--- src/rtl/serial_frame_tx_if.sv ---
// Handshake and serial-line bundle for serial_frame_tx.
// The master side is the word source; the slave side is the transmitter.
interface serial_frame_tx_if #(
    parameter int WIDTH = 8
);
    logic [WIDTH-1:0] din;
    logic             valid;
    logic             ready;
    logic             x;
    logic             busy;
    logic             frame_done;

    modport master (output din, valid, input ready, x, busy, frame_done);
    modport slave  (input din, valid, output ready, x, busy, frame_done);
endinterface

--- src/rtl/serial_frame_tx.sv ---
// Bit-serial frame transmitter: 3-bit sync, WIDTH data bits MSB first, then
// GAP_BITS idle bit times. Every bit is held for BIT_CYCLES clocks and x is
// registered, so the first sync bit appears on the accept edge itself.
module serial_frame_tx #(
    parameter int         WIDTH      = 8,
    parameter logic [2:0] SYNC       = 3'b011,
    parameter int         BIT_CYCLES = 1,
    parameter int         GAP_BITS   = 1,
    parameter logic       IDLE_LEVEL = 1'b0
) (
    input  logic             clk,
    input  logic             reset,
    serial_frame_tx_if.slave bus
);
    // Bit index must reach the longest phase: 3 sync bits, WIDTH data bits or GAP_BITS.
    localparam int MAX_SW = (WIDTH > 3) ? WIDTH : 3;
    localparam int MAX_B  = (GAP_BITS > MAX_SW) ? GAP_BITS : MAX_SW;
    localparam int IDX_W  = $clog2(MAX_B);
    localparam int CYC_W  = (BIT_CYCLES > 1) ? $clog2(BIT_CYCLES) : 1;

    typedef enum logic [1:0] {S_IDLE, S_SYNC, S_DATA, S_GAP} state_t;

    state_t           r_state, w_state_nxt;
    logic [CYC_W-1:0] r_cyc, w_cyc_nxt;
    logic [IDX_W-1:0] r_idx, w_idx_nxt;
    logic [WIDTH-1:0] r_data, w_data_nxt;
    logic             r_x, w_x_nxt;
    logic             r_done, w_done_nxt;
    logic             w_accept;
    logic             w_adv;

    assign w_accept = bus.valid && (r_state == S_IDLE);
    // A bit time ends when the per-bit clock counter wraps.
    assign w_adv    = (r_cyc == CYC_W'(BIT_CYCLES - 1));

    // Next-state, counters and the line level that the next state will drive.
    always_comb begin
        w_state_nxt = r_state;
        w_cyc_nxt   = r_cyc;
        w_idx_nxt   = r_idx;
        w_data_nxt  = r_data;
        w_done_nxt  = 1'b0;
        w_x_nxt     = IDLE_LEVEL;
        case (r_state)
            S_IDLE: begin
                if (w_accept) begin
                    w_state_nxt = S_SYNC;
                    w_cyc_nxt   = '0;
                    w_idx_nxt   = '0;
                    w_data_nxt  = bus.din;
                end
            end
            S_SYNC: begin
                if (w_adv) begin
                    w_cyc_nxt = '0;
                    if (r_idx == IDX_W'(2)) begin
                        w_state_nxt = S_DATA;
                        w_idx_nxt   = '0;
                    end else begin
                        w_idx_nxt = r_idx + IDX_W'(1);
                    end
                end else begin
                    w_cyc_nxt = r_cyc + CYC_W'(1);
                end
            end
            S_DATA: begin
                if (w_adv) begin
                    w_cyc_nxt  = '0;
                    // Data leaves from the MSB, so shift the next bit into place.
                    w_data_nxt = r_data << 1;
                    if (r_idx == IDX_W'(WIDTH - 1)) begin
                        w_state_nxt = S_GAP;
                        w_idx_nxt   = '0;
                    end else begin
                        w_idx_nxt = r_idx + IDX_W'(1);
                    end
                end else begin
                    w_cyc_nxt = r_cyc + CYC_W'(1);
                end
            end
            S_GAP: begin
                if (w_adv) begin
                    w_cyc_nxt = '0;
                    if (r_idx == IDX_W'(GAP_BITS - 1)) begin
                        w_state_nxt = S_IDLE;
                        w_idx_nxt   = '0;
                        w_done_nxt  = 1'b1;
                    end else begin
                        w_idx_nxt = r_idx + IDX_W'(1);
                    end
                end else begin
                    w_cyc_nxt = r_cyc + CYC_W'(1);
                end
            end
            default: w_state_nxt = S_IDLE;
        endcase

        case (w_state_nxt)
            S_SYNC: begin
                case (w_idx_nxt)
                    IDX_W'(0): w_x_nxt = SYNC[2];
                    IDX_W'(1): w_x_nxt = SYNC[1];
                    default:   w_x_nxt = SYNC[0];
                endcase
            end
            S_DATA:  w_x_nxt = w_data_nxt[WIDTH-1];
            default: w_x_nxt = IDLE_LEVEL;
        endcase
    end

    // State, counters, data and registered line/done outputs.
    always_ff @(posedge clk or negedge reset) begin
        if (!reset) begin
            r_state <= S_IDLE;
            r_cyc   <= '0;
            r_idx   <= '0;
            r_data  <= '0;
            r_x     <= IDLE_LEVEL;
            r_done  <= 1'b0;
        end else begin
            r_state <= w_state_nxt;
            r_cyc   <= w_cyc_nxt;
            r_idx   <= w_idx_nxt;
            r_data  <= w_data_nxt;
            r_x     <= w_x_nxt;
            r_done  <= w_done_nxt;
        end
    end

    assign bus.ready      = (r_state == S_IDLE);
    assign bus.busy       = (r_state != S_IDLE);
    assign bus.x          = r_x;
    assign bus.frame_done = r_done;
endmodule

--- src/flat_wrapper.sv ---
// flat-port wrapper written by rule: the top's interface ports become plain ports
module serial_frame_tx_flat 
#(
    parameter int         WIDTH      = 8,
    parameter logic [2:0] SYNC       = 3'b011,
    parameter int         BIT_CYCLES = 1,
    parameter int         GAP_BITS   = 1,
    parameter logic       IDLE_LEVEL = 1'b0
)
  (clk, reset, bus_din, bus_valid, bus_ready, bus_x, bus_busy, bus_frame_done);
  serial_frame_tx_if #(.WIDTH(WIDTH)) bus_i ();
  input  logic clk;
  input  logic reset;
  input wire logic [$bits(bus_i.din)-1:0] bus_din;
  input wire logic [$bits(bus_i.valid)-1:0] bus_valid;
  output wire logic [$bits(bus_i.ready)-1:0] bus_ready;
  output wire logic [$bits(bus_i.x)-1:0] bus_x;
  output wire logic [$bits(bus_i.busy)-1:0] bus_busy;
  output wire logic [$bits(bus_i.frame_done)-1:0] bus_frame_done;
  assign bus_i.din = bus_din;
  assign bus_i.valid = bus_valid;
  assign bus_ready = bus_i.ready;
  assign bus_x = bus_i.x;
  assign bus_busy = bus_i.busy;
  assign bus_frame_done = bus_i.frame_done;
  serial_frame_tx #(.WIDTH(WIDTH), .SYNC(SYNC), .BIT_CYCLES(BIT_CYCLES), .GAP_BITS(GAP_BITS), .IDLE_LEVEL(IDLE_LEVEL)) u_core (.clk(clk), .reset(reset), .bus(bus_i));
endmodule
--- config.mk ---
export PLATFORM = sky130hd
export DESIGN_NAME = serial_frame_tx_flat
export DESIGN_NICKNAME = d
export VERILOG_FILES = /design/src/rtl/serial_frame_tx_if.sv /design/src/rtl/serial_frame_tx.sv /design/src/flat_wrapper.sv
export SDC_FILE = /design/constraint.sdc
export NUM_CORES = 1
export LEC_CHECK = 0
export CAP_MARGIN = 30
export CORE_AREA = 2 2 46 48
export DETAILED_ROUTE_END_ITERATION = 8
export DIE_AREA = 0 0 48 50
export GPL_TIMING_DRIVEN = 0
export PLACE_DENSITY = 0.78
export SLEW_MARGIN = 20
export SYNTH_ARGS = -nofsm -noshare
export SYNTH_HDL_FRONTEND = slang
export SYNTH_SLANG_ARGS = --single-unit
--- constraint.sdc ---
create_clock -name clk -period 2.6 [get_ports clk]
set_input_delay 0.26 -clock clk [delete_from_list [all_inputs] [get_ports clk]]
set_output_delay 0.26 -clock clk [all_outputs]
set_load 0.05 [all_outputs]
==> out/qor.yml, run 1 <==
dieArea_um2: 2400
finalHoldViolCount: 0
power_leakage_nw: 0.518
cts_tree: "yes"
seq_power_share: 0.312
cp-end-kind: "output port"
post-route-util: 0.580
drt_iter0_markers: 10
syn_nets: 112
p_int_mw: 0.744
synth_cell_types: 32
grt-ovfl-total: 0
design_power_total_mw: 1.35
yosysMostFrequentCell: "dfrtp_1"
r2r-end: "u_core.bus.x"
initial_core_util: 0.474
synth_top_area_share: 0.417
insertion_delay_ps: 280
worstSetupPathType: "flop to output port"
grt_util_all_layers: 0.165
rsz0062_at_grt: "no"
cap_violations: 0
routed_wl_mm: 1.70
place_area_um2: 1070
dieHeight_um: 50
hp-class: "input pin to async pin"
clockBufferDepth: 2
root_buffer: "clkbuf_4"
io_pins: 15
fin_nets: 131
ys_seq_elements: 15
drc: 0
num_vias: 729
vdd_drop_max_mv: 0.640
cts.sink_count: 15
via_per_inst: 5.21
startpoint: "u_core.r_state[1]"
syn_avg_cell_area_um2: 9.48
path_max_fanout: 10
core_um2: 1900
cpMaxStageDelayCell: "clkdlybuf4s50_1"
worstPathCellList: "buf_2, clkbuf_1, nor2_1, clkdlybuf4s50_1"
post_cts_resized: 0
cts_setup_buffers: 0
synthToLayoutAreaGrowth_pct: 22.5
ys.warnings.count: 0
switching_share: 0.450
worstMarginPinSlew_ps: 670
slew-limit-headroom: 0.552
first_pass_iters: 4
layout-drive-gt1-share: 0.0708
reg2reg_slack_ps: 600
netSwitchingPower_mw: 0.609
ys_top_cells_by_count: "15 x dfrtp_1, 10 x a21oi_1, 9 x inv_1"
power_density_nw_per_um2: 1230
fmax_ghz: 0.413
critical_path.top_delay_family: "buffers and inverters"
timing.hold.ws_ps: 383
arrival_ps: 2160
cts_max_level: 1
portBuffers: 14
hold_buffers: 0
cts.clk_slew.worst_paths_ps: 90
cts_made_buffers: 3
synth_cells: 95
ys_top_cells_by_area: "dfrtp_1 42%, ha_1 8.3%, a21oi_1 5.6%, nor2b_1 4.9%, o21ai_0 4.4%"
grt_pass1_wl_mm: 2.90
critPathMaxStageDelay_ps: 820
final_max_slew_viol_count: 0
dp_hpwl_mm: 1.32
synth_area_um2: 901
r2r_start: "u_core.r_state[1]"
design_area_um2: 1100
r2r_cells: 7
synthArstFlopShare: 1.00
cp-start-kind: "flop"
antenna_found_initial: 0
period_needed_ps: 2420
status: "completed"
fp-row-count: 16
timing.final.crit_share: 0.930
required_ps: 2340
setup_viol: 0
synth_edf_count: 0
ant_nets: 0
place.gp.congestion: 0.886
n_antenna_cell: 0
synth_top_area_cell: "dfrtp_1"
fin_worst_skew_ps: 0.440
wire_per_inst_um: 12.1
combPwrFrac: 0.590
tns_ps: 0
fp.dieW_um: 48
yosysSeqAreaShare: 0.417
clkPwrFrac: 0.098
grt_max_degree: 16
ys.flop_type: "dfrtp_1"
grt_pass1_vias: 685
path_buf_inv: 3
## routing by layer
layer  GRT usage  vias to the layer above  wire (µm)
met3      0.0220                        2         59
met2       0.247                       13        808
li1            -                      374          -
met4      0.0541                        0         16
met5           0                        -          0
met1       0.241                      340        813
## power groups by stage
stage          Sequential [mW]  Clock [mW]  Combinational (mW)
4_1_cts                  0.422       0.139               0.806
3_5_place_dp             0.427           0               0.802
6_report                 0.422       0.132               0.799
2_1_floorplan            0.432           0               0.598
3_3_place_gp             0.421           0               0.786
5_1_grt                  0.436       0.153               0.893
## worst register-to-register path, stage by stage, from the launching register on
cell and delay [ps]:
dfrtp_1 460, buf_2 240, clkbuf_1 320, o21a_1 190, ha_1 160, inv_1 50
o211a_1 220, a311oi_2 270
## registers in the layout, summed over array words and instances (netlist names)
signal,flops
u_core.bus.frame_done,1
u_core.bus.x,1
u_core.r_data,8
u_core.r_idx,3
u_core.r_state,2
## kinds of logic (layout without fill, tap and decap cells)
logic type / count (synthesis) / after routing / synth area share
compound gates: 35 / 35 / 0.258
fa+ha+maj: 6 / 6 / 0.0833
flops: 15 / 15 / 0.417
mux: 1 / 1 / 0.0111
simple gates: 24 / 24 / 0.161
buf+inv: 14 / 32 / 0.0694
## cell type report
cell class / count / area [µm²]
buffer: 5 / 28.8
clock buffer: 4 / 26.3
sequential: 15 / 375
multi-input combinational: 66 / 463
fill: 183 / 798
inverter: 9 / 33.8
tap: 27 / 33.8
timing repair buffer: 14 / 143
## worst max path at each step
| stage | endpoint | slack [ps] | depth (start not counted) |
|---|---|---|---|
| after floorplan | bus_busy | 430 | 4 |
| after global placement | u_core.bus.x | 350 | 9 |
| after detailed placement | u_core.bus.x | 310 | 9 |
| after CTS | bus_busy | 70 | 5 |
| after global routing | bus_ready | 90 | 4 |
| final | bus_ready | 180 | 4 |
## stage by stage
step	setup slack, ps	cells
final	181	140
after global routing	85.9	140
after CTS	65.3	140
after detailed placement	314	136
after global placement	351	136
after floorplan	433	95
## cells in the final DEF (no fill, tap or decap), types with 2 or more instances in the layout
cell	n
and2b_1	2
a21oi_1	10
and3b_1	2
clkdlybuf4s50_1	13
a32oi_1	2
a22oi_1	5
buf_2	2
clkbuf_4	3
dfrtp_1	15
inv_1	9
nor2b_1	7
nand2_1	5
ha_1	6
o21ai_0	8
nand3_1	2
clkbuf_1	3
(Power assumes the default switching activity.)
==> inputs of run 2 (changes only) <==
--- a/config.mk
+++ b/config.mk
@@ -6,11 +6,11 @@
 export NUM_CORES = 1
 export LEC_CHECK = 0
 export CAP_MARGIN = 30
-export CORE_AREA = 2 2 46 48
+export CORE_AREA = 2 2 48 50
 export DETAILED_ROUTE_END_ITERATION = 8
-export DIE_AREA = 0 0 48 50
+export DIE_AREA = 0 0 50 52
 export GPL_TIMING_DRIVEN = 0
-export PLACE_DENSITY = 0.78
+export PLACE_DENSITY = 0.75
 export SLEW_MARGIN = 20
 export SYNTH_ARGS = -nofsm -noshare
 export SYNTH_HDL_FRONTEND = slang
==> constraint.sdc (replaced) <==
create_clock -name clk -period 2.19 [get_ports clk]
set_input_delay 0.219 -clock clk [delete_from_list [all_inputs] [get_ports clk]]
set_output_delay 0.219 -clock clk [all_outputs]
set_load 0.05 [all_outputs]
==> run 2 against run 1 <==
Compared with the run above: flip-flop and latch count did not move; die area rose by 8.3%; critical endpoint unchanged; register-to-register slack got worse by 400 ps; first-iteration DRC count rose by 20%; critical path type unchanged; total power rose by 20%; clock power rose by 27%; design area fell by 0.34%; worst hold slack got worse by 66 ps.
==> out/qor.yml, run 2 (same netlist as run 1, synthesis figures left out) <==
grt_pass1_vias: 813  # +19%
cp-end-kind: "output port"
arrival_ps: 1810  # -350 ps
worstPathCellList: "buf_6, clkbuf_1, nor2_1, dlygate4sd2_1"
fp.dieW_um: 50  # +4.2%
cts.sink_count: 15  # unchanged
grt_util_all_layers: 0.180  # +0.0152
fin_nets: 130  # -0.76%
drc: 0  # unchanged
final-seq-area_um2: 375  # unchanged
root_buffer: "clkbuf_4"
fin_worst_skew_ps: 6.31  # +5.87 ps
cp-start-kind: "flop"
regMostFlops: "u_core.r_data"
critPathMaxStageDelay_ps: 540  # -280 ps
synthToLayoutAreaGrowth_pct: 22.1
reg2reg_slack_ps: 200  # -400 ps
finalHoldViolCount: 0  # unchanged
antenna_found_initial: 0  # unchanged
fmax_ghz: 0.494
worstMarginPinSlew_ps: 669  # -1.89 ps
critical_path.top_delay_family: "buffers and inverters"
fp-row-count: 17  # +1
layout_common_cells: "15 x dfrtp_1, 12 x clkdlybuf4s50_1, 10 x a21oi_1"
tns_ps: 0  # unchanged
vdd_drop_max_mv: 0.765  # +20%
num_vias: 750  # +2.9%
worstSetupPathType: "flop to output port"
period_needed_ps: 2030
place.gp.congestion: 0.752  # -15%
slew-limit-headroom: 0.553  # +0.00126
insertion_delay_ps: 300  # +20 ps
drt_iter0_markers: 12  # +2
grt_pass1_wl_mm: 3.46  # +19%
initial_core_util: 0.428  # -0.0459
portBuffers: 14  # unchanged
final_max_slew_viol_count: 0  # unchanged
largest_reg_flops: 8  # unchanged
r2r-end: "u_core.bus.x"
core_um2: 2110  # +11%
layout-drive-gt1-share: 0.0893  # +0.0185
dp_hpwl_mm: 1.44  # +9.1%
dieHeight_um: 52  # +4.0%
hp-class: "input pin to async pin"
reg_top3: "u_core.r_data (8), u_core.r_idx (3), u_core.r_state (2)"
status: "completed"
hold_buffers: 0  # unchanged
cpMaxStageDelayCell: "dlygate4sd2_1"
multi_input_area_um2: 463  # unchanged
r2r_cells: 8  # +1
worst-path-stages: 4  # unchanged
dieArea_um2: 2600  # +8.3%
n_antenna_cell: 0  # unchanged
cts_max_level: 1  # unchanged
grt_max_degree: 16  # unchanged
clockBufferDepth: 2  # unchanged
wire_per_inst_um: 14.0  # +15%
cts.clk_slew.worst_paths_ps: 100  # about the same
fill_cells: 187  # +2.2%
path_buf_inv: 3  # unchanged
r2r_start: "u_core.r_state[0]"
fin_ws_ps: 164  # -17.0 ps
via_per_inst: 5.36  # +2.9%
io_pins: 15  # unchanged
power_leakage_nw: 0.517  # -0.21%
grt-ovfl-total: 0  # unchanged
crit_path_end: "bus_ready"
first_pass_iters: 4  # unchanged
required_ps: 1970  # -370 ps
setup_viol: 0  # unchanged
cts_tree: "yes"
post-place-ws_ps: -70.8  # -385 ps
startpoint: "u_core.r_state[0]"
final_common_cell: "dfrtp_1"
ant_nets: 0  # unchanged
routed_wl_mm: 1.96  # +15%
rsz0062_at_grt: "no"
cts_made_buffers: 3  # unchanged
power_density_nw_per_um2: 1480  # +20%
path_max_fanout: 10  # unchanged
cap_violations: 0  # unchanged
timing.final.crit_share: 0.925
design_power_total_mw: 1.62  # +20%
[run 2: cell count changes in the layout (fill, tap and decap cells not counted)]
| cell | change |
|---|---|
| dlygate4sd2_1 | +1 |
| clkinv_2 | +1 |
| clkdlybuf4s50_1 | -1 |
| dlymetal6s2s_1 | -1 |
| clkdlybuf4s15_2 | +1 |
| clkbuf_1 | -2 |
[run 2: per-layer routing]
| layer | vias up | share of wire | wire length (µm) | global-route usage |
|---|---|---|---|---|
| li1 | 369 | - | - | - |
| met2 | 20 | 0.50 | 984 | 0.320 |
| met5 | - | 0 | 0 | 0 |
| met4 | 0 | 0.030 | 58 | 0.106 |
| met3 | 7 | 0.035 | 69 | 0.0172 |
| met1 | 354 | 0.43 | 843 | 0.211 |
[run 2: repair_timing]
action / CTS / global route
resized for setup: 4 / 0
setup buffers: 0 / 0
endpoints found under the setup margin: 2 / 2
[run 2: worst min path at each step]
stage | startpoint | end | cells past startpoint
6_report | reset | u_core.bus.x | 1
2_1_floorplan | reset | u_core.bus.frame_done | 0
4_1_cts | reset | u_core.bus.x | 1
5_1_grt | reset | u_core.r_state[1] | 1
3_3_place_gp | u_core.r_data[6] | u_core.r_data[6] | 2
3_5_place_dp | u_core.r_data[6] | u_core.r_data[6] | 2
[run 2: layout make-up]
class | instances | share of cell area
clock buffer | 3 | 0.0205
clock inverter | 1 | 0.00455
multi-input combinational | 66 | 0.421
buffer | 4 | 0.0228
tap | 28 | 0.0319
timing repair buffer | 14 | 0.127
inverter | 9 | 0.0307
sequential | 15 | 0.341
[run 2: where the power goes]
group / internal (mW) / switching (mW) / total, mW / leakage, nW
Sequential: 0.407 / 0.0997 / 0.506 / 0.188
Clock: 0.0682 / 0.0996 / 0.168 / 0.0177
Combinational: 0.394 / 0.555 / 0.949 / 0.311
Total: 0.869 / 0.754 / 1.62 / 0.517
[run 2: metrics by stage]
step | cells | utilization | cell area (µm²) | hold WS, ps
2_1_floorplan | 95 | - | 901 | -76.6
6_report | 140 | 0.522 | 1100 | 316
4_1_cts | 141 | 0.524 | 1100 | 359
3_5_place_dp | 137 | 0.511 | 1080 | 480
5_1_grt | 140 | 0.522 | 1100 | 401
3_3_place_gp | 137 | 0.511 | 1080 | 476
==> variant 1 (flow settings as in run 1) <==
`r_data` no longer has a reset.
--- a/src/rtl/serial_frame_tx.sv
+++ b/src/rtl/serial_frame_tx.sv
@@ -116,3 +116,2 @@
             r_idx   <= '0;
-            r_data  <= '0;
             r_x     <= IDLE_LEVEL;
@@ -123,3 +122,2 @@
             r_idx   <= w_idx_nxt;
-            r_data  <= w_data_nxt;
             r_x     <= w_x_nxt;
@@ -127,2 +125,6 @@
         end
+    end
+
+    always_ff @(posedge clk) begin
+        r_data <= w_data_nxt;
     end
Function: no difference found for any inputs over 10 cycles, from zero or initial values and one cycle with reset low; that may be too few to reach the edited logic, so the function may still have changed.
==> variant 1 against run 1 <==
  * Non-clock buffer count is 1 lower
  * Routed wire length shrank 11%
  * Synthesized area down 7.9%
  * Design area fell by 6.7%
  * Sequential cell count unchanged
  * Worst setup slack improved by 320 ps
  * Clock power is 3% lower
  * Power decreased by 5.2%
  * Die area did not move
==> variant 1: results (changes against run 1) <==
Global routing
  • Total Routing Usage GR: 13.75% (-2.8 points)
  • Vias in the first global route: 582 (-15%)
  • First-pass GRT wire length: 2394 um (-17%)
  • Met3 Resource Use GR: 3.663% (+1.5 points)
  • Initial antenna violation count: 0 (unchanged)
  • Met1 usage: 17.87% (-6.2 points)
  • Met2 Resource Use GR: 22.44% (-2.2 points)
  • Pin count of the biggest net entering global routing: 11 (-5)

Clock network
  • Max clock buf depth: 2 (unchanged)
  • CTS root buffer: clkbuf_4
  • Clk_lat worst skew: 280 ps (about the same)
  • Htree depth: 1 (unchanged)
  • Post-CTS setup buffer count: 0 (unchanged)
  • Post-CTS Resized: 0 (unchanged)
  • Worst-path clk slew: 80 ps
  • Number of buffers created by CTS: 3 (unchanged)

Cells and area
  • Most flop-heavy register: u_core.r_data
  • Layout cells sized above 1: 7.292% (+0.21 points)
  • Regs by FF count: u_core.r_data: 8 flops, u_core.r_idx: 3 flops, u_core.r_state: 2 flops
  • Final nets: 114 (-13%)
  • Ant. Diodes: 0 (unchanged)

Setup path
  • Critical path's top delay family: buffers and inverters
  • CP startpoint: u_core.r_state[0]$_DFF_PN0_
  • R2R depth: 9 (+2)
  • Crit path max fanout: 10 (unchanged)
  • Crit-path max cell delay: 850 ps (+30 ps)
  • CP max-delay cell: clkdlybuf4s50_1

Synth
  • Post-synth EDFFs: 7 (+7)
  • Synth area leaders: edfxtp_1 (25%), dfrtp_1 (21%), ha_1 (9.0%), a22oi_1 (5.4%), inv_1 (4.1%)
  • Post-synthesis sequential area ratio: 48.87% (+7.2 points)
  • Post-synth top cells: inv_1 (9), nor2_1 (9), dfrtp_1 (7), edfxtp_1 (7)
  • Unique masters post-synth: 33 (+3.1%)
  • Most used DFF post-synth: edfxtp_1
  • Mapped Nets: 95 (-15%)
  • Ys Warns: 0 (unchanged)
  • Ys async rst share: 46.67% (-53 points)

Placed design
  • Detail Placement HPWL: 1212 um (-8.4%)
  • # port buffers: 14 (unchanged)
  • Routability Congestion: 0.7687 (-13%)

Min path
  • Worst hold-check path type: primary input to asynchronous set/reset pin

Drt
  • Drt total wl: 1515 um (-11%)
  • DRT Pass-1 Iters: 4 (unchanged)
  • Iter 0 DRT Violations: 11 (+1)
  • Via Count: 632 (-13%)
  • Top layer in use: met4
  • Metal3 WL: 99 um (+68%)
  • WL met2: 709 um (-12%)
  • WL met1: 693 um (-15%)

Timing
  • Fin Clk Skew: 3.165 ps (+2.725 ps)
  • Worst Max-Slew Pin Slew: 490.7 ps (-179.8 ps)

Run status
  • Status: finished clean

Pwr
  • Leak pwr: 0.4603 nW (-11%)
  • Max VDD drop: 0.0006156 V (-3.9%)
variant 1: path summary, 6_finish.rpt:
path                                                   end  slack, ps
max reg2reg                         u_core.bus.x$_DFF_PN0_        610
max                                              bus_ready        500
min in group clk                  u_core.r_data[7]$_DFF_P_        570
min reg2reg                       u_core.r_data[7]$_DFF_P_        570
min                        u_core.bus.frame_done$_DFF_PN0_        240
max in group asynchronous           u_core.bus.x$_DFF_PN0_       2110
variant 1: worst register-to-register path, delay by kind of cell, from the launching register on:
kind                     cells  cell delay (ps)
AO/OA/AOI/OAI                3              480
adder cells (fa/ha/maj)      1              180
buffers and inverters        4              690
flip-flops                   1              350
AND/OR/NAND/NOR              1              190
variant 1: cell families (layout without fill, tap and decap cells):
kind of cell | count (synthesis) | in the layout | share of synthesized area, %
buffers and inverters | 13 | 31 | 7.692
AO/OA/AOI/OAI | 21 | 21 | 19.91
adder cells (fa/ha/maj) | 6 | 6 | 9.050
AND/OR/NAND/NOR | 22 | 22 | 13.27
multiplexers | 1 | 1 | 1.207
flip-flops | 15 | 15 | 48.87
variant 1: area by class of cell:
type	instances	area [um^2]
fillers	179	872.1
flip-flops and latches	15	405.4
multi-input cells	50	360.3
repair buffers	14	140.1
inverters	9	33.78
well taps	27	33.78
plain buffers	4	30.03
clock buffers	4	26.28
variant 1: per-stage QoR:
step / setup slack, ps / area [um^2] / power (mW) / std cells
after floorplan: 642.3 / 829.5 / 0.9864 / 78
after global placement: 718.0 / 1003 / 1.142 / 119
after detailed placement: 617.1 / 1003 / 1.167 / 119
after CTS: 486.2 / 1030 / 1.298 / 123
after global routing: 260.8 / 1030 / 1.399 / 123
final: 499.5 / 1030 / 1.283 / 123
variant 1: power by group:
part           internal (mW)  switching, mW
sequential             0.376         0.0508
clock                 0.0595         0.0687
combinational          0.306          0.422
==> variant 2 (settings of run 1) <==
Made on the original files. `WIDTH` is set to 8 in 3 places; all go to 4.
--- a/src/rtl/serial_frame_tx_if.sv
+++ b/src/rtl/serial_frame_tx_if.sv
@@ -3,3 +3,3 @@
 interface serial_frame_tx_if #(
-    parameter int WIDTH = 8
+    parameter int WIDTH = 4
 );
--- a/src/rtl/serial_frame_tx.sv
+++ b/src/rtl/serial_frame_tx.sv
@@ -4,3 +4,3 @@
 module serial_frame_tx #(
-    parameter int         WIDTH      = 8,
+    parameter int         WIDTH      = 4,
     parameter logic [2:0] SYNC       = 3'b011,
--- a/src/flat_wrapper.sv
+++ b/src/flat_wrapper.sv
@@ -3,3 +3,3 @@
 #(
-    parameter int         WIDTH      = 8,
+    parameter int         WIDTH      = 4,
     parameter logic [2:0] SYNC       = 3'b011,
Ports: changed (resized bus_din); port bits go from 15 to 11. The function was not compared with the original's and may differ.
==> variant 2 against run 1 <==
  * Power shrank 25%
  * Worst setup slack improved by 140 ps
  * Clock skew up 4.9 ps
  * Sequential cell count shrank 5
  * Synthesized area is 32% lower
  * Maximum frequency rose by 6.0%
  * Routed wire length is 32% lower
  * Design area down 29%
  * Via count shrank 37%
==> variant 2: results (changes against run 1) <==
Run status
  • Status: finished clean

Pwr
  • Sw Pwr: 0.4630 mW (-24%)
  • Flop pwr share: 28.1% (-3.1 points)
  • Clock power share: 13.8% (+4.0 points)
  • Leak pwr: 0.3619 nW (-30%)
  • Total Power: 1.011 mW (-25%)
  • Max VDD drop: 0.0005016 V (-22%)

Cells and area
  • Final nets: 91 (-31%)
  • Ant. Diodes: 0 (unchanged)
  • Layout Cells excl Fill: 102 (-27%)
  • Filler cells: 187 (+2.2%)
  • Layout cells sized above 1: 14.67% (+7.6 points)
  • Regs by FF count: u_core.r_data: 4 flops, u_core.r_idx: 2 flops, u_core.r_state: 2 flops

Synth
  • Syn Area/Cell: 10.07 um^2 (+6.2%)
  • Mapped Nets: 76 (-32%)
  • Unique masters post-synth: 24 (-25%)
  • Post-synthesis sequential area ratio: 40.73% (-0.93 points)
  • Synth area leaders: dfrtp_1 (41%), ha_1 (16%), nor2b_1 (4.1%), a22oi_1 (3.7%), nand2_1 (3.7%)

Setup path
  • CP startpoint: u_core.r_state[0]$_DFF_PN0_
  • Critical Path AT: 2020 ps (-140 ps)
  • Worst flop-to-flop path startpoint: u_core.r_idx[0]$_DFF_PN0_

Drt
  • Iter 0 DRT Violations: 9 (-1)
  • Drt total wl: 1158 um (-32%)
  • Avg Vias per Cell: 4.529 (-13%)

Global routing
  • Pin count of the biggest net entering global routing: 11 (-5)
  • Total Routing Usage GR: 11.51% (-5.0 points)
  • First-pass GRT wire length: 2021 um (-30%)
  • Vias in the first global route: 488 (-29%)

Placed design
  • DP Worst Slack: 558.0 ps (+243.6 ps)
  • # port buffers: 10 (-4)
  • Placed inst area: 748.2 um^2 (-30%)
  • Post-Place Cells: 98 (-28%)
  • Routability Congestion: 0.7551 (-15%)
  • Detail Placement HPWL: 919.7 um (-31%)

Timing
  • Fin Clk Skew: 5.313 ps (+4.873 ps)
  • Worst Max-Slew Pin Slew: 491.5 ps (-179.0 ps)

Clock network
  • Worst-path clk slew: 70 ps (-20 ps)
  • Clk_lat worst skew: 260 ps (-20 ps)
[variant 2: layout make-up]
| cell class | instances | area [um^2] | share of cell area [%] |
|---|---|---|---|
| Tap cell | 27 | 33.78 | 4.306 |
| Inverter | 5 | 18.77 | 2.392 |
| Multi-Input combinational cell | 44 | 335.3 | 42.74 |
| Sequential cell | 10 | 250.2 | 31.90 |
| Buffer | 2 | 10.01 | 1.276 |
| Clock buffer | 4 | 36.28 | 4.625 |
| Timing Repair Buffer | 10 | 100.1 | 12.76 |
[variant 2: metal layers]
| layer | GRT usage (%) | up-vias | wire (um) |
|---|---|---|---|
| li1 | - | 238 | - |
| met1 | 14.22 | 219 | 481 |
| met2 | 19.56 | 5 | 645 |
| met3 | 1.465 | 0 | 31 |
| met4 | 4.054 | 0 | 0 |
| met5 | 0 | - | 0 |
[variant 2: critical path, stage by stage (launching register included)]
cell	delay [ps]
dfrtp_1	450
buf_2	220
or2_1	250
inv_1	50
clkdlybuf4s50_1	790
[variant 2: logic make-up after synthesis]
| logic type | after synthesis | share of synthesized area, % |
|---|---|---|
| and+or+nand+nor | 18 | 15.89 |
| DFF | 10 | 40.73 |
| adders and majority gates | 8 | 16.29 |
| muxes | 2 | 3.259 |
| buffers and inverters | 7 | 4.683 |
| AOI/OAI and AO/OA | 16 | 19.14 |
[variant 2: path summary, 6_finish.rpt]
check / to / slack, ps / cells after the start
worst max register to register: u_core.bus.x$_DFF_PN0_ / 780 / 7
max in group asynchronous: u_core.r_state[0]$_DFF_PN0_ / 1980 / 1
worst min-delay path: u_core.r_data[3]$_DFF_PN0_ / 310 / 1
worst min register to register: u_core.r_data[2]$_DFFE_PN0P_ / 510 / 2
worst max-delay path: bus_ready / 320 / 4
min in group clk: u_core.r_data[2]$_DFFE_PN0P_ / 510 / 2
